**src/rtl/e203_exu_wbck_arb_pkg.sv**
```systemverilog
// Shared writeback types and widths for the EXU writeback arbiter.
// Holds the request bundle carried from each source to the regfile port.
package e203_exu_pkg;

  localparam int XLEN    = 32;
  localparam int RFIDX_W = 5;

  typedef struct packed {
    logic [RFIDX_W-1:0] idx;
    logic [XLEN-1:0]    dat;
  } wbck_req_t;

  function automatic logic is_x0(input wbck_req_t r);
    return ~(|r.idx);
  endfunction

endpackage

```
**src/rtl/e203_exu_wbck_arb_if.sv**
```systemverilog
// Writeback bundle: two request channels plus the regfile write port.
// slave = arbiter side, master = sources and regfile side.
interface e203_exu_wbck_arb_if;
  import e203_exu_pkg::*;

  logic               alu_wbck_valid;
  logic               alu_wbck_ready;
  logic [RFIDX_W-1:0] alu_wbck_idx;
  logic [XLEN-1:0]    alu_wbck_dat;

  logic               longp_wbck_valid;
  logic               longp_wbck_ready;
  logic [RFIDX_W-1:0] longp_wbck_idx;
  logic [XLEN-1:0]    longp_wbck_dat;

  logic               rf_wbck_wen;
  logic [RFIDX_W-1:0] rf_wbck_idx;
  logic [XLEN-1:0]    rf_wbck_dat;

  modport slave (
    input  alu_wbck_valid, alu_wbck_idx,
    input  alu_wbck_dat,
    output alu_wbck_ready,
    input  longp_wbck_valid, longp_wbck_idx,
    input  longp_wbck_dat,
    output longp_wbck_ready,
    output rf_wbck_wen, rf_wbck_idx, rf_wbck_dat
  );

  modport master (
    output alu_wbck_valid, alu_wbck_idx,
    output alu_wbck_dat,
    input  alu_wbck_ready,
    output longp_wbck_valid, longp_wbck_idx,
    output longp_wbck_dat,
    input  longp_wbck_ready,
    input  rf_wbck_wen, rf_wbck_idx, rf_wbck_dat
  );

endinterface

```
**src/rtl/e203_exu_wbck_arb_starve_cnt.sv**
```systemverilog
// Counts consecutive ALU-losing cycles and raises a one-cycle
// forced ALU grant once the limit is reached.
module e203_exu_wbck_starve_cnt #(
  parameter int STARVE_MAX = 4
) (
  input  logic clk,
  input  logic rst_n,
  input  logic alu_valid,
  input  logic alu_hsk,
  input  logic longp_hsk,
  output logic starve_force
);

  localparam int CW =
    (STARVE_MAX < 1) ? 1 : $clog2(STARVE_MAX + 1);
  localparam logic [CW-1:0] MAX_C = CW'(STARVE_MAX);
  localparam logic          EN    = (STARVE_MAX != 0);

  logic [CW-1:0] cnt_q;
  logic [CW-1:0] cnt_nxt;

  assign starve_force = EN & (cnt_q == MAX_C) & alu_valid;

  always_comb begin
    cnt_nxt = cnt_q;
    unique case (1'b1)
      alu_hsk:              cnt_nxt = '0;
      alu_valid & longp_hsk:
        cnt_nxt = (cnt_q == MAX_C) ? cnt_q : cnt_q + 1'b1;
      ~alu_valid:           cnt_nxt = '0;
      default:              cnt_nxt = cnt_q;
    endcase
  end

  always_ff @(posedge clk or negedge rst_n) begin
    if (!rst_n) cnt_q <= '0;
    else        cnt_q <= cnt_nxt;
  end

endmodule

```
**src/rtl/sirv_gnrl_dffs.sv**
```systemverilog
// General load-enable flop with async active-low reset to zero.
module sirv_gnrl_dfflr #(
  parameter int DW = 32
) (
  input  logic          lden,
  input  logic [DW-1:0] dnxt,
  output logic [DW-1:0] qout,
  input  logic          clk,
  input  logic          rst_n
);

  always_ff @(posedge clk or negedge rst_n) begin
    if (!rst_n)    qout <= '0;
    else if (lden) qout <= dnxt;
  end

endmodule

```
**src/rtl/e203_exu_wbck_arb.sv**
```systemverilog
// Regfile write-port arbiter: long-pipe has priority, ALU is
// periodically forced through; the winning write is registered.
module e203_exu_wbck_arb
  import e203_exu_pkg::*;
#(
  parameter int STARVE_MAX = 4
) (
  input  logic                clk,
  input  logic                rst_n,
  e203_exu_wbck_arb_if.slave  wb,
  output logic                starve_force
);

  logic      alu_hsk;
  logic      longp_hsk;
  logic      any_hsk;
  logic      wen_nxt;
  logic      wen_q;
  wbck_req_t alu_req;
  wbck_req_t longp_req;
  wbck_req_t win_req;
  wbck_req_t rf_q;

  e203_exu_wbck_starve_cnt #(
    .STARVE_MAX (STARVE_MAX)
  ) u_starve (
    .clk          (clk),
    .rst_n        (rst_n),
    .alu_valid    (wb.alu_wbck_valid),
    .alu_hsk      (alu_hsk),
    .longp_hsk    (longp_hsk),
    .starve_force (starve_force)
  );

  assign wb.longp_wbck_ready = ~starve_force;
  assign wb.alu_wbck_ready   =
    ~wb.longp_wbck_valid | starve_force;

  assign alu_hsk   = wb.alu_wbck_valid
                   & wb.alu_wbck_ready;
  assign longp_hsk = wb.longp_wbck_valid
                   & wb.longp_wbck_ready;
  assign any_hsk   = alu_hsk | longp_hsk;

  assign alu_req   = '{idx: wb.alu_wbck_idx,
                       dat: wb.alu_wbck_dat};
  assign longp_req = '{idx: wb.longp_wbck_idx,
                       dat: wb.longp_wbck_dat};
  assign win_req   = alu_hsk ? alu_req : longp_req;

  // x0 writes still handshake but never reach the regfile
  assign wen_nxt = any_hsk & ~is_x0(win_req);

  sirv_gnrl_dfflr #(.DW(1)) u_wen (
    .lden  (1'b1),
    .dnxt  (wen_nxt),
    .qout  (wen_q),
    .clk   (clk),
    .rst_n (rst_n)
  );

  sirv_gnrl_dfflr #(.DW($bits(wbck_req_t))) u_req (
    .lden  (any_hsk),
    .dnxt  (win_req),
    .qout  (rf_q),
    .clk   (clk),
    .rst_n (rst_n)
  );

  assign wb.rf_wbck_wen = wen_q;
  assign wb.rf_wbck_idx = rf_q.idx;
  assign wb.rf_wbck_dat = rf_q.dat;

endmodule

```
**src/flat_wrapper.sv**
```systemverilog
// flat-port wrapper written by rule: the top's interface ports become plain ports
module e203_exu_wbck_arb_flat import e203_exu_pkg::*;
#(
  parameter int STARVE_MAX = 4
)
  (clk, rst_n, starve_force, wb_alu_wbck_valid, wb_alu_wbck_idx, wb_alu_wbck_dat, wb_alu_wbck_ready, wb_longp_wbck_valid, wb_longp_wbck_idx, wb_longp_wbck_dat, wb_longp_wbck_ready, wb_rf_wbck_wen, wb_rf_wbck_idx, wb_rf_wbck_dat);
  e203_exu_wbck_arb_if wb_i ();
  input  logic clk;
  input  logic rst_n;
  output logic starve_force;
  input wire logic [$bits(wb_i.alu_wbck_valid)-1:0] wb_alu_wbck_valid;
  input wire logic [$bits(wb_i.alu_wbck_idx)-1:0] wb_alu_wbck_idx;
  input wire logic [$bits(wb_i.alu_wbck_dat)-1:0] wb_alu_wbck_dat;
  output wire logic [$bits(wb_i.alu_wbck_ready)-1:0] wb_alu_wbck_ready;
  input wire logic [$bits(wb_i.longp_wbck_valid)-1:0] wb_longp_wbck_valid;
  input wire logic [$bits(wb_i.longp_wbck_idx)-1:0] wb_longp_wbck_idx;
  input wire logic [$bits(wb_i.longp_wbck_dat)-1:0] wb_longp_wbck_dat;
  output wire logic [$bits(wb_i.longp_wbck_ready)-1:0] wb_longp_wbck_ready;
  output wire logic [$bits(wb_i.rf_wbck_wen)-1:0] wb_rf_wbck_wen;
  output wire logic [$bits(wb_i.rf_wbck_idx)-1:0] wb_rf_wbck_idx;
  output wire logic [$bits(wb_i.rf_wbck_dat)-1:0] wb_rf_wbck_dat;
  assign wb_i.alu_wbck_valid = wb_alu_wbck_valid;
  assign wb_i.alu_wbck_idx = wb_alu_wbck_idx;
  assign wb_i.alu_wbck_dat = wb_alu_wbck_dat;
  assign wb_alu_wbck_ready = wb_i.alu_wbck_ready;
  assign wb_i.longp_wbck_valid = wb_longp_wbck_valid;
  assign wb_i.longp_wbck_idx = wb_longp_wbck_idx;
  assign wb_i.longp_wbck_dat = wb_longp_wbck_dat;
  assign wb_longp_wbck_ready = wb_i.longp_wbck_ready;
  assign wb_rf_wbck_wen = wb_i.rf_wbck_wen;
  assign wb_rf_wbck_idx = wb_i.rf_wbck_idx;
  assign wb_rf_wbck_dat = wb_i.rf_wbck_dat;
  e203_exu_wbck_arb #(.STARVE_MAX(STARVE_MAX)) u_core (.clk(clk), .rst_n(rst_n), .wb(wb_i), .starve_force(starve_force));
endmodule
```
**config.mk**
```make
export PLATFORM = sky130hd
export DESIGN_NAME = e203_exu_wbck_arb_flat
export DESIGN_NICKNAME = d
export VERILOG_FILES = /design/src/rtl/e203_exu_wbck_arb_pkg.sv /design/src/rtl/e203_exu_wbck_arb_if.sv /design/src/rtl/e203_exu_wbck_arb_starve_cnt.sv /design/src/rtl/sirv_gnrl_dffs.sv /design/src/rtl/e203_exu_wbck_arb.sv /design/src/flat_wrapper.sv
export SDC_FILE = /design/constraint.sdc
export NUM_CORES = 1
export LEC_CHECK = 0
export ABC_CLOCK_PERIOD_IN_PS = 1500
export CAP_MARGIN = 10
export CORE_ASPECT_RATIO = 0.9
export CORE_MARGIN = 2
export CORE_UTILIZATION = 35
export DETAILED_ROUTE_END_ITERATION = 12
export PLACE_DENSITY = 0.8
export SYNTH_ARGS = -nofsm -noshare
export SYNTH_HDL_FRONTEND = slang
export SYNTH_SLANG_ARGS = --single-unit
```
**constraint.sdc**
```tcl
create_clock -name clk -period 1.5 [get_ports clk]
set_input_delay 0.3 -clock clk [delete_from_list [all_inputs] [get_ports clk]]
set_output_delay 0.3 -clock clk [all_outputs]
set_load 0.05 [all_outputs]
```
# [After elaboration in Yosys (flattened, before gate mapping)]
# Cells that the tools add are included.
[op_classes] n_addsub=1 mul=0 div_mod_pow=0 magnitude_cmp=0 n_eq_ne=2 shifts=0 mux=3 n_bitwise=10 reduce_logical=4
[ops] operator="two-way mux 37 bit" n=1
[ops] operator="case mux 3 bit (2 select lines)" n=1
[ops] operator="bitwise AND 1 bit" n=5
[ops] operator="OR reduction 5 bit" n=1
[ops] operator="adder 3 x 1 -> 3 bit, second input constant" n=1
[ops] operator="== test 3 bit, second input constant" n=1
[ops] operator="two-way mux 3 bit" n=1
[ops] operator="inverter 1 bit" n=3
[ops] operator="!= test 2 bit, second input constant" n=1
[ops] operator="OR 1 bit" n=2
[ops] operator="AND reduction 2 bit" n=1
[ops] operator="nonzero test 2 bit" n=1
[ops] operator="OR reduction 2 bit" n=1
[word_totals] regBits=41 latchBits=0 mem_bits_rw=0 rom_bits=0 input_bits=78 out_inout_bits=41 word_cells=23 mem_count=0

# [Longest topological paths before layout]
# Gate-level depths: netlist of run 1.
[logic_depth] depth_word=7 ltp_mapped=6 ltp_nobuf=5

# [Hierarchy]
# From an unflattened synthesis of run 1, not the netlist that was laid out.
[hier_totals] cells_unflattened=157 area_unflattened_um2=2321.0
[by_module_without_submodules] module="sirv_gnrl_dfflr (u_core.u_req)" n_inst=1 cells_per_inst=78 area_per_inst_um2=1526.5 seq_area_each_um2=925.9
[by_module_without_submodules] module="e203_exu_wbck_arb" n_inst=1 cells_per_inst=53 area_per_inst_um2=549.3 seq_area_each_um2=0.0
[by_module_without_submodules] module="e203_exu_wbck_starve_cnt" n_inst=1 cells_per_inst=24 area_per_inst_um2=205.2 seq_area_each_um2=75.1
[by_module_without_submodules] module="sirv_gnrl_dfflr (u_core.u_wen)" n_inst=1 cells_per_inst=2 area_per_inst_um2=40.0 seq_area_each_um2=25.0

# [Worst setup path after synthesis of run 1]
# OpenSTA, ideal clock, no wires.
[synth_timing] path_type="reg-to-output" start="register u_core.u_starve.cnt_q[0]" end="output port wb_alu_wbck_ready" arrival_time_ps=1410 t_required_ps=1200 slack_ps=-210 path_stages_with_launch=7 n_path_buf=1 path_cell_list="dfrtp_1 inv_1 ha_1 nand3_2 and2_4 buf_6 inv_1"
[synth_via] elab_chain_len=3
[synth_rtl] item="start: declaration" line="e203_exu_wbck_arb_starve_cnt.sv:19" text="logic [CW-1:0] cnt_q;"
[synth_rtl] item="start signal: assignment" line="e203_exu_wbck_arb_starve_cnt.sv:37" text="else cnt_q <= cnt_nxt;"
[synth_rtl] item="== test 3 bit" line="e203_exu_wbck_arb_starve_cnt.sv:22" text="assign starve_force = EN & (cnt_q == MAX_C) & alu_valid;"
[synth_rtl] item="bitwise AND 1 bit" line="e203_exu_wbck_arb_starve_cnt.sv:22"
[synth_rtl] item="OR 1 bit" line="e203_exu_wbck_arb.sv:37" text="~wb.longp_wbck_valid | starve_force;"
[synth_rtl] item="end: declaration" line="flat_wrapper.sv:14" text="output wire logic [$bits(wb_i.alu_wbck_ready)-1:0] wb_alu_wbck_ready;"
# Every way passes these cells.

# [Worst setup path in the final report of run 1]
[layout_timing] start="register u_core.u_starve.cnt_q[1]" end="output port wb_alu_wbck_ready"
# Same word-level chain as after synthesis.

==> impl_metrics.yaml, run 1 <==
run_status:
  outcome: "complete, but fails checks"
  violations: "negative setup slack"
sta:
  hold_viol_final: 0
  drv_slew: 0
  worst_pin_slew_ps: 463.6
  setup_viol: 3
  period_needed_ps: 1675
  rsz0062_at_grt: "true"
  fin_crit_sh_pct: 111.6
  fmax_mhz: 597.1
  fin_ws_ps: -174.7
  slew_headroom_pct: 69.09
  tns_ps: -383.9
  fin_skew_ps: 7.726
route:
  wl_mm: 6.508
  final_antenna_net_count: 0
  drt-met1-wl_mm: 2.685
  wl_per_cell_um: 16.11
  met2_length_mm: 3.327
  drtIter0Drc: 82
  vias: 2067
  route.top_layer_used: "met4"
  first_pass_iters: 4
  wl_met3_um: 440
  via_per_inst: 5.116
  remaining_drc_errors: 0
power:
  powerDensity_nw_per_um2: 882.9
  power_leakage_nw: 1.793
  total_power_mw: 3.592
  vdd_ir_drop_max_uv: 573.8
layout:
  seqCellArea_um2: 1026
  finish.instance_area_um2: 4069
  syn_to_final_growth_pct: 92.54
  num_antenna_cells: 0
  fillers: 441
  drive_gt1_share_pct: 30.24
  multi_input_area_um2: 993.5
  nets: 413
worst_setup_path:
  crit_arrival_ps: 1370
  r2r-start: "u_core.u_starve.cnt_q[0]$_DFFE_PN0P_"
  crit_path_end_kind: "output port"
  critical_path_class: "register to output port"
  reg2reg_depth: 7
  worst_r2r_endpoint: "u_core.u_req.qout[15]$_DFFE_PN0P_"
  worstPathRequired_ps: 1200
  worstPathMaxFanout: 3
  r2r_slack_ps: 80
  cp-start-kind: "register"
die:
  die_h_um: 77.72
  core_region_area_um2: 5758
  die_area_um2: 6676
  start_util_pct: 36.70
  die_w_um: 85.91
  io_pins: 119
  num_rows: 26
clock_network:
  clock_path_buffers: 2
  root_buffer: "clkbuf_8"
  clk_pin_slew_ps: 80
  cts.htree.levels: 2
  cts_buffers: 5
  clk-insertion-delay-late_ps: 290
  cts.sink_count: 41
  cts_tree: "done"
yosys:
  yosysSeqAreaShare_pct: 48.55
  ys_ff_latch: 41
  synth_area_per_cell_um2: 10.57
  synth_cells: 200
  yosysWarnings: 0
  yosysUniqueCellTypes: 28
  syn_area_um2: 2113
  syn_nets: 280
global_route:
  grt_pass1_vias: 2259
  antenna_found_initial: 0
  grt_remaining_overflow: 0
  track_usage_pct: 20.34
  grt_pass1_wl_mm: 10.79
  grt_max_degree: 33
placed_design:
  port_buffers: 118
  routabilityCongestion: 0.7710
  hpwl_mm: 4.870
  dpl_cell_area_um2: 3809
worst_hold_path:
  holdPathStages: 3
  hold_path_class: "primary input to register"
  hold_path_startpoint: "wb_longp_wbck_valid"
  hold_end: "u_core.u_req.qout[14]$_DFFE_PN0P_"
flow_run:
  max_cap_violations: 0
repair_timing:
item,CTS,global route
gates cloned,1,0
setup buffers,7,2
setup endpoints to repair,3,23
hold buffers,1,0
gates resized for setup,5,9
hold endpoints to repair,18,0
pin swaps,1,0
registers in the layout, indices dropped and copies added (netlist names):
signal                 flops
u_core.u_starve.cnt_q      3
u_core.u_req.qout         37
u_core.u_wen.qout          1
placed cells by master, fill, tap and decap left out:
master           instances
dfrtp_1                 41
and3_1                   1
o21ai_1                 19
bufinv_16                1
ha_4                     1
a31oi_1                  5
o21ai_2                 14
buf_4                   19
or4_4                    1
o211ai_2                 1
nor2b_1                  5
ha_1                     1
a21boi_2                 1
nand2_1                 11
buf_6                    2
nor2_1                   2
inv_2                    2
buf_12                  43
clkinvlp_4               3
o211ai_1                 2
nand3_4                  1
buf_16                   1
or4_1                    1
mux2i_1                 32
buf_2                    3
nand3_1                 32
a211oi_1                 5
dlygate4sd3_1            1
xnor2_1                  1
clkdlybuf4s50_1         74
clkbuf_8                 6
a21bo_2                  1
and2_4                   1
metrics by stage:
step	worst slack [ps]	hold WS [ps]	util, %	cells
after floorplan	2.510	4.409	-	200
after global placement	-157.0	286.2	66.15	385
after detailed placement	-188.8	279.1	66.15	385
after CTS	-183.9	354.8	70.10	402
after global routing	-258.8	369.9	70.66	404
final	-174.7	354.2	70.66	404
cells in the mapped netlist (all sizes together):
library cell  count  area share [%]
nor2b             5             1.5
and3              1            0.30
dfrtp            41              49
ha                2             1.2
xnor2             1            0.41
nor2              2            0.36
and2              1            0.41
o211ai            3             1.3
nand3            33             8.1
a31oi             5             1.5
nand2            11             2.0
a21boi            1            0.53
or4               2            0.89
mux2i            32              15
o21ai            33             9.6
a21bo             1            0.47
a211oi            5             1.8
buf              13             4.7
inv               4            0.71
clkbuf            4            0.71
kinds of logic after synthesis:
kind of cell             synth area share, %
AND/OR/NAND/NOR                        13.44
AO/OA/AOI/OAI                          15.16
flip-flops                             48.55
multiplexers                           15.16
buffers and inverters                  6.098
adder cells (fa/ha/maj)                1.184
XOR/XNOR                              0.4145
worst max-delay path: stages, from the launching register on:
cell	delay, ps
dfrtp_1	370
inv_2	50
ha_4	160
nand3_4	80
and2_4	180
clkinvlp_4	100
buf_12	150
per-layer routing:
layer	GRT usage [%]	up-vias
met3	6.277	6
met4	4.762	0
met5	0	-
li1	-	986
met1	24.81	1000
met2	34.96	75
where the power goes:
part / internal (mW) / leakage, nW / switching [mW]
clock network: 0.541 / 0.0574 / 0.388
logic: 0.708 / 1.24 / 0.638
registers: 1.21 / 0.496 / 0.110
total: 2.46 / 1.79 / 1.14
layout make-up:
| type | instances | area share (%) |
|---|---|---|
| clock buffers | 6 | 2.030 |
| clock inverters | 2 | 0.9225 |
| repair buffers | 143 | 44.71 |
| flip-flops and latches | 41 | 25.22 |
| multi-input cells | 138 | 24.42 |
| well taps | 70 | 2.153 |
| inverters | 4 | 0.5535 |
worst max-delay path by stage:
stage | start | end
finish | u_core.u_starve.cnt_q[1]$_DFFE_PN0P_ | wb_alu_wbck_ready
global route | u_core.u_starve.cnt_q[1]$_DFFE_PN0P_ | wb_alu_wbck_ready
CTS | u_core.u_starve.cnt_q[0]$_DFFE_PN0P_ | wb_alu_wbck_ready
detailed placement | wb_longp_wbck_idx[3] | u_core.u_wen.qout$_DFF_PN0_
global placement | wb_longp_wbck_idx[3] | u_core.u_wen.qout$_DFF_PN0_
floorplan | u_core.u_starve.cnt_q[0]$_DFFE_PN0P_ | wb_alu_wbck_ready
Note: power is estimated with default switching activity, not from simulation.
==> inputs of run 2 (changes only) <==
--- a/config.mk
+++ b/config.mk
@@ -12,6 +12,7 @@
 export CORE_UTILIZATION = 35
 export DETAILED_ROUTE_END_ITERATION = 12
 export PLACE_DENSITY = 0.8
+export REMOVE_ABC_BUFFERS = 1
 export SYNTH_ARGS = -nofsm -noshare
 export SYNTH_HDL_FRONTEND = slang
 export SYNTH_SLANG_ARGS = --single-unit
==> run 2 against run 1 <==
Against the previous run: the flow still finishes with violations (negative setup slack); sequential cell count is the same; via count rose by 0.53%; non-clock buffer count down 4; final area fell by 3.3%; clock-buffer cell count shrank 1; register-to-register slack got worse by 30 ps; largest cell class unchanged.
==> impl_metrics.yaml, run 2 (synthesized netlist as in run 1, its figures left out) <==
run_status:
  outcome: "complete, but fails checks"
  violations: "negative setup slack"
route:
  wl_mm: 6.622
  via_per_inst: 5.195
  wl_per_cell_um: 16.56
  drtIter0Drc: 78
  met2_length_mm: 3.251
  vias: 2078
  final_antenna_net_count: 0
  wl_met3_um: 534
  remaining_drc_errors: 0
  route.top_layer_used: "met4"
  first_pass_iters: 4
  drt-met1-wl_mm: 2.768
layout:
  drive_gt1_share_pct: 28.18
  largest_reg_flops: 37
  num_antenna_cells: 0
  finish.instance_area_um2: 3936
  largest-register: "u_core.u_req.qout"
  final_cell_mix: "clkdlybuf4s50_1, buf_12, dfrtp_1"
  reg.largest.list: "u_core.u_req.qout: 37 flops, u_core.u_starve.cnt_q: 3 flops, u_core.u_wen.qout: 1 flops"
  final_common_cell: "clkdlybuf4s50_1"
  fin_util_pct: 68.36
  nets: 409
  fillers: 449
  syn_to_final_growth_pct: 86.26
die:
  core_region_area_um2: 5758
  num_rows: 26
  start_util_pct: 36.70
  die_w_um: 85.91
  die_area_um2: 6676
  io_pins: 119
  die_h_um: 77.72
worst_setup_path:
  crit_path_end_kind: "output port"
  cp-start-kind: "register"
  worstPathMaxFanout: 4
  critPathSlowestCell: "dfrtp_1"
  crit_arrival_ps: 1360
  critical_path_class: "register to output port"
  max_stage_delay_ps: 400
  worstPathRequired_ps: 1200
  worstPathCellList: "inv_2, ha_4, nand3_4, and2_4, inv_4, buf_12"
  cpLargestDelayFamily: "flip-flops"
  crit_buf_inv: 3
sta:
  rsz0062_at_grt: "true"
  hold_viol_final: 0
  fin_crit_sh_pct: 110.4
  setup_viol: 3
  fin_ws_ps: -156.4
  fin_skew_ps: 7.904
  slew_headroom_pct: 69.35
  fmax_mhz: 603.7
  period_needed_ps: 1656
  drv_slew: 0
  worst_pin_slew_ps: 459.8
global_route:
  grt_max_degree: 27
  grt_remaining_overflow: 0
  track_usage_pct: 20.11
  grt_pass1_wl_mm: 10.51
  antenna_found_initial: 0
  grt_pass1_vias: 2129
clock_network:
  cts_buffers: 5
  cts.sink_count: 41
  cts.htree.levels: 2
  cts_tree: "done"
  clock_path_buffers: 2
  root_buffer: "clkbuf_8"
  clk_pin_slew_ps: 90
  clk-insertion-delay-late_ps: 290
power:
  combPwrFrac_pct: 39.6
  power_leakage_nw: 1.743
  power_frac_seq_pct: 38.9
  p_clk_share_pct: 21.5
  vdd_ir_drop_max_uv: 606.5
  switching_share_pct: 34.01
  powerDensity_nw_per_um2: 857.4
  intPower_mw: 2.227
  p_sw_mw: 1.148
flow_run:
  max_cap_violations: 0
placed_design:
  port_buffers: 118
  dpl_cell_area_um2: 3776
  hpwl_mm: 4.983
  routabilityCongestion: 0.7571
worst_hold_path:
  hold_path_class: "primary input to async pin"
[run 2: cell types whose count changed in the layout (fill, tap and decap cells not counted), sizes merged]
cell / delta
clkinv: +2
clkinvlp: -2
inv: +2
bufinv: -1
clkbuf: -1
buf: -4
[run 2: per-stage QoR]
step,setup TNS (ps),hold slack [ps],power (mW),std cells,worst slack [ps]
after floorplan,-16460,4.409,1.831,183,-897.1
after global placement,-145.4,269.1,2.637,386,-145.4
after detailed placement,-192.6,277.7,2.664,386,-180.7
after CTS,-270.8,489.6,3.398,399,-137.5
after global routing,-685.1,538.9,3.511,400,-219.8
final,-429.1,487.2,3.375,400,-156.4
[run 2: power by group through the flow]
stage	logic, mW	clock network [mW]	registers, mW
2_1_floorplan	0.201	0	1.63
3_3_place_gp	1.31	0	1.33
3_5_place_dp	1.33	0	1.34
4_1_cts	1.34	0.740	1.32
5_1_grt	1.40	0.785	1.33
6_report	1.34	0.725	1.31
[run 2: repair_timing]
| action | in CTS | in global routing |
|---|---|---|
| endpoints found under the hold margin | 17 | 0 |
| pin swaps | 2 | 1 |
| setup endpoints to repair | 3 | 6 |
| hold buffers | 1 | 0 |
| resized for setup | 7 | 2 |
| buffers inserted | 4 | 1 |
[run 2: final cells by class]
type,instances,area (um2),area share (%)
multi-input cells,138,978.4,24.86
well taps,70,87.58,2.225
repair buffers,139,1740,44.21
inverters,4,17.52,0.4450
flip-flops and latches,41,1026,26.06
clock buffers,5,68.82,1.748
clock inverters,3,17.52,0.4450
[run 2: worst register-to-register path, cell delays in order, from the launching register on]
cell and delay (ps):
dfrtp_1 370, inv_2 60, ha_4 170, buf_4 130, a21boi_2 350, nand2_1 100
a31oi_1 200
[run 2: worst paths after layout]
check / slack [ps] / depth (start not counted) / endpoint / start
setup / recovery: -160 / 6 / wb_alu_wbck_ready / u_core.u_starve.cnt_q[0]$_DFFE_PN0P_
hold / removal: 490 / 2 / u_core.u_req.qout[17]$_DFFE_PN0P_ / rst_n
setup reg to reg: 50 / 6 / u_core.u_req.qout[33]$_DFFE_PN0P_ / u_core.u_starve.cnt_q[0]$_DFFE_PN0P_
hold reg to reg: 560 / 2 / u_core.u_starve.cnt_q[0]$_DFFE_PN0P_ / u_core.u_starve.cnt_q[0]$_DFFE_PN0P_
max in group asynchronous: 530 / 3 / u_core.u_starve.cnt_q[0]$_DFFE_PN0P_ / rst_n
min in group clk: 530 / 4 / u_core.u_starve.cnt_q[2]$_DFFE_PN0P_ / wb_longp_wbck_valid
[run 2: layer usage]
metal	up-vias	GRT usage [%]
li1	980	-
met1	994	25.99
met2	97	33.49
met3	7	5.319
met4	0	4.921
met5	-	0
==> inputs of run 3 (changes only) <==
--- a/config.mk
+++ b/config.mk
@@ -10,6 +10,7 @@
 export CORE_ASPECT_RATIO = 0.9
 export CORE_MARGIN = 2
 export CORE_UTILIZATION = 35
+export CTS_CLUSTER_DIAMETER = 100
 export DETAILED_ROUTE_END_ITERATION = 12
 export PLACE_DENSITY = 0.8
 export REMOVE_ABC_BUFFERS = 1
==> results of run 3 <==
No change in the layout: final DEF, timing and power equal those of run 2.
